## config.mk

```make
export PLATFORM = sky130hd
export DESIGN_NAME = cpu_bus_arbiter
export DESIGN_NICKNAME = d
export VERILOG_FILES = /design/src/rtl/cpu_bus_arbiter.sv
export SDC_FILE = /design/constraint.sdc
export NUM_CORES = 1
export LEC_CHECK = 0
export CORE_ASPECT_RATIO = 0.7
export CORE_UTILIZATION = 34
export CTS_CLUSTER_DIAMETER = 200
export DETAILED_ROUTE_END_ITERATION = 8
export GPL_ROUTABILITY_DRIVEN = 0
export GPL_TIMING_DRIVEN = 0
export PLACE_DENSITY = 0.88
export SYNTH_ARGS = -nofsm -noshare
export SYNTH_HDL_FRONTEND = slang
export SYNTH_SLANG_ARGS = --single-unit
```

## constraint.sdc

```tcl
create_clock -name clk -period 3 [get_ports clk]
set_clock_uncertainty 0.15 [all_clocks]
set_input_delay 0.6 -clock clk [delete_from_list [all_inputs] [get_ports clk]]
set_output_delay 0.6 -clock clk [all_outputs]
set_load 0.02 [all_outputs]
```

## src/rtl/cpu_bus_arbiter.sv

```systemverilog
// rtl/cpu_bus_arbiter.sv - N-master CPU memory bus arbiter with bus locking
// Optional round-robin selection: define CPU_BUS_ARB_ROUND_ROBIN_EN (fixed priority otherwise).
module cpu_bus_arbiter #(
    parameter int NUM_MASTERS = 4,
    parameter int ADDR_W      = 16,
    parameter int DATA_W      = 8
) (
    input  logic                          clk,
    input  logic                          rst,
    input  logic [NUM_MASTERS-1:0]        req,
    input  logic [NUM_MASTERS-1:0]        lock,
    input  logic [NUM_MASTERS-1:0]        wr_en,
    input  logic [NUM_MASTERS*ADDR_W-1:0] addr,
    input  logic [NUM_MASTERS*DATA_W-1:0] wdata,
    output logic [NUM_MASTERS-1:0]        grant,
    output logic [DATA_W-1:0]             rdata,
    output logic [NUM_MASTERS-1:0]        rdata_valid,
    output logic [ADDR_W-1:0]             mem_addr,
    output logic [DATA_W-1:0]             mem_data_out,
    output logic                          mem_write_en,
    output logic                          mem_read_en,
    input  logic [DATA_W-1:0]             mem_data_in
);

    localparam int IDX_W = $clog2(NUM_MASTERS);

    typedef enum logic {
        IDLE,
        OWNED
    } state_t;

    state_t                 state, state_nxt;
    // owner also serves as the round-robin pointer: it keeps the last owner while idle
    logic [IDX_W-1:0]       owner, owner_nxt;
    logic [IDX_W-1:0]       cand;
    logic [NUM_MASTERS-1:0] grant_nxt;
    logic                   found;

    always_ff @(posedge clk) begin
        if (rst) begin
            state       <= IDLE;
            owner       <= '0;
            grant       <= '0;
            rdata       <= '0;
            rdata_valid <= '0;
        end else begin
            state       <= state_nxt;
            owner       <= owner_nxt;
            grant       <= grant_nxt;
            rdata_valid <= '0;
            if (mem_read_en) begin
                rdata       <= mem_data_in;
                rdata_valid <= grant;
            end
        end
    end

    always_comb begin
        state_nxt = IDLE;
        owner_nxt = owner;
        cand      = '0;
        found     = 1'b0;
        grant_nxt = '0;
        if (state == OWNED && req[owner] && lock[owner]) begin
            state_nxt = OWNED;
        end else begin
`ifdef CPU_BUS_ARB_ROUND_ROBIN_EN
            // search begins just after the last owner and wraps; the owner itself is tried last
            for (int k = 1; k <= NUM_MASTERS; k++) begin
                cand = IDX_W'((int'(owner) + k) % NUM_MASTERS);
                if (!found && req[cand]) begin
                    found     = 1'b1;
                    owner_nxt = cand;
                end
            end
`else
            for (int k = NUM_MASTERS - 1; k >= 0; k--) begin
                cand = IDX_W'(k);
                if (req[cand]) begin
                    found     = 1'b1;
                    owner_nxt = cand;
                end
            end
`endif
            if (found) begin
                state_nxt = OWNED;
            end
        end
        for (int i = 0; i < NUM_MASTERS; i++) begin
            grant_nxt[i] = (state_nxt == OWNED) && (owner_nxt == IDX_W'(i));
        end
    end

    always_comb begin
        mem_addr     = '0;
        mem_data_out = '0;
        mem_write_en = 1'b0;
        mem_read_en  = 1'b0;
        for (int i = 0; i < NUM_MASTERS; i++) begin
            if (grant[i] && req[i]) begin
                mem_addr     = addr[i*ADDR_W +: ADDR_W];
                mem_data_out = wdata[i*DATA_W +: DATA_W];
                mem_write_en = wr_en[i];
                mem_read_en  = !wr_en[i];
            end
        end
    end

endmodule

```

==> impl_metrics.env <==
export IMPL_grt_overflow_total=0
export IMPL_grt_pass1_vias=2508
export IMPL_status="finished, final reports clean"
export IMPL_pre_cts_ws_ns=-0.878
export IMPL_synth_area_per_cell_um2=7.05
export IMPL_wirelength_um=7810
export IMPL_grt_setup_unrepaired="false"
export IMPL_fin_ws_ns=0.116
export IMPL_synthTopCellsByArea="dfxtp_1 22%, a311oi_1 12%, a21o_1 11%"
export IMPL_antenna_cells=0
export IMPL_post_drt_wl_per_cell_um=16.4
export IMPL_synth_edf_count=0
export IMPL_maxSlewHeadroom=0.412
export IMPL_fin_crit_ns=2.88
export IMPL_regArea_um2=380
export IMPL_worstPathMaxFanout=10
export IMPL_max_stage_delay_ns=0.34
export IMPL_clock_sinks=19
export IMPL_cts_tree="built"
export IMPL_htreeDepth=1
export IMPL_crit_required_ns=2.25
export IMPL_grt_pass1_wl_um=11800
export IMPL_layout_commonest_cell="clkdlybuf4s50_1"
export IMPL_fill_cells=415
export IMPL_crit_slowest_cell="a311oi_1"
export IMPL_peakVddDrop_mv=0.228
export IMPL_hold_buffers=0
export IMPL_ios=160
export IMPL_yosys_register_bits=19
export IMPL_die_w_um=87.4
export IMPL_finalCritPeriodShare=0.962
export IMPL_synthDistinctLibCells=39
export IMPL_insertion_delay_ns=0.26
export IMPL_drt_first_pass_iters=4
export IMPL_critPathCaptureType="output pin"
export IMPL_cap_violations=0
export IMPL_nets=525
export IMPL_detail_route_antenna_nets=0
export IMPL_final_cell_mix="129 x clkdlybuf4s50_1, 30 x nand2_1, 30 x nor2_1"
export IMPL_area_delta_synth_final_pct=98.8
export IMPL_io_buffers=157
export IMPL_synth_top_area_frac=0.219
export IMPL_slew_viol_final=0
export IMPL_clkPwrFrac=0.197
export IMPL_p_sw_frac=0.329
export IMPL_grt_antenna_before_repair=0
export IMPL_fin_setup_tns_ns=0
export IMPL_grt_usage=0.279
export IMPL_synth_warning_count=0
export IMPL_clk_pin_slew_ns=0.07
export IMPL_vias_per_cell=5.58
export IMPL_place_area_um2=3390
export IMPL_cts_buffers=3
export IMPL_row_count=21
export IMPL_route_detailed_drc=0
export IMPL_netlist_instances=246
export IMPL_multiInputGateArea_um2=1240
export IMPL_die_y_um=61.8
export IMPL_tightest_slew_ns=0.873
export IMPL_die_area_um2=5400
export IMPL_drive_above_1_share=0.0936
export IMPL_power_frac_comb=0.498
export IMPL_report_final_setup_viol=0
export IMPL_async_flop_share=0
export IMPL_drtIter0Drc=129
export IMPL_synth_area_um2=1740
export IMPL_grt_max_degree=12
export IMPL_crit_chain="buf_6, nand2_1, clkbuf_2, nand4_1, a311oi_1, a21o_1, dlygate4sd2_1"
export IMPL_core_um2=4830
export IMPL_p_seq_frac=0.305
export IMPL_clk_path_buf_depth=2
export IMPL_syn_nets=364
export IMPL_hold_path_class="flip-flop to flip-flop"
export IMPL_finalInstanceArea_um2=3450
export IMPL_switchingPower_mw=0.302
export IMPL_critical_path_class="input pin to output pin"
export IMPL_power_density_nw_per_um2=266
export IMPL_start_util=0.359
export IMPL_dp_hpwl_um=6170
export IMPL_max_freq_mhz=347
export IMPL_route_vias_total=2651
export IMPL_timing_final_hold_violations=0
export IMPL_p_int_mw=0.615
export IMPL_seq_area_frac_synth=0.219
export IMPL_critPathArrivalTime_ns=2.13
export IMPL_synth_area_leader_cell="dfxtp_1"
export IMPL_leakage_nw=1.52
export IMPL_crit_path_start_kind="input pin"
export IMPL_synth_flop_cell="dfxtp_1"
export IMPL_cts_root_buf="clkbuf_8"
==> kinds of logic after synthesis <==
kind of cell    synth area share
buf+inv                   0.0800
flops                      0.219
simple gates               0.331
compound gates             0.370
==> power groups by stage <==
stage | Clock, mW | Combinational [mW] | Sequential (mW)
final | 0.181 | 0.456 | 0.280
after detailed placement | 0 | 0.474 | 0.281
after CTS | 0.182 | 0.453 | 0.280
after global routing | 0.194 | 0.488 | 0.281
after floorplan | 0 | 0.187 | 0.292
after global placement | 0 | 0.466 | 0.280
==> routing by layer <==
metal | part of all wire | up-vias | track usage
met1 | 0.44 | 1248 | 0.353
met4 | 0.017 | 0 | 0.0679
met5 | 0 | - | 0
met3 | 0.084 | 15 | 0.0621
li1 | - | 1260 | -
met2 | 0.46 | 128 | 0.493
==> synthesized netlist by cell type (2+ instances only) <==
master and count:
nand2_1 30, nor2_1 30, a21o_1 25, nand4_1 25
a311oi_1 24, dfxtp_1 19, a21oi_1 12, clkbuf_1 12
nand3_1 11, o21ai_0 9, buf_2 8, inv_1 4
a211oi_1 3, buf_1 3, nor3b_1 3, and2_1 2
buf_6 2, nand3b_1 2, nor3_1 2
==> path summary, 6_finish.rpt <==
check	from	to	slack, ns	cells after the start
worst max-delay path	req[1]	mem_addr[12]	0.12	7
worst min-delay path	rdata[3]	rdata[3]	0.34	2
worst max register to register	grant[3]	rdata[1]	1.09	4
worst min register to register	rdata[3]	rdata[3]	0.34	2
==> cell type report <==
class	count	area share
Buffer	24	0.0413
Clock buffer	3	0.0120
Clock inverter	1	0.00145
Inverter	4	0.00435
Multi-Input combinational cell	197	0.358
Sequential cell	19	0.110
Tap cell	69	0.0250
Timing Repair Buffer	158	0.447
==> registers in the layout, indices dropped and copies added (netlist names) <==
signal	count
rdata	8
grant	4
rdata_valid	4
owner	2
state	1
==> what timing repair did <==
item,in CTS,in global routing
endpoints found under the setup margin,26,16
resized for setup,45,9
setup buffers,1,0
pin swaps,1,0
==> critical path: cells and delay by family <==
kind,cells,cell delay [ns]
compound gates,2,0.46
simple gates,2,0.34
buf+inv,3,0.73
==> stage by stage <==
| stage | total power [mW] | hold WS, ns | util | instances |
|---|---|---|---|---|
| 6_report | 0.917 | 0.341 | 0.714 | 475 |
| 5_1_grt | 0.964 | 0.361 | 0.714 | 475 |
| 4_1_cts | 0.915 | 0.342 | 0.711 | 475 |
| 3_5_place_dp | 0.755 | 0.330 | 0.702 | 472 |
| 3_3_place_gp | 0.746 | 0.312 | 0.702 | 472 |
| 2_1_floorplan | 0.479 | 0.404 | - | 246 |
No activity file was read; power rests on OpenSTA's default activity.
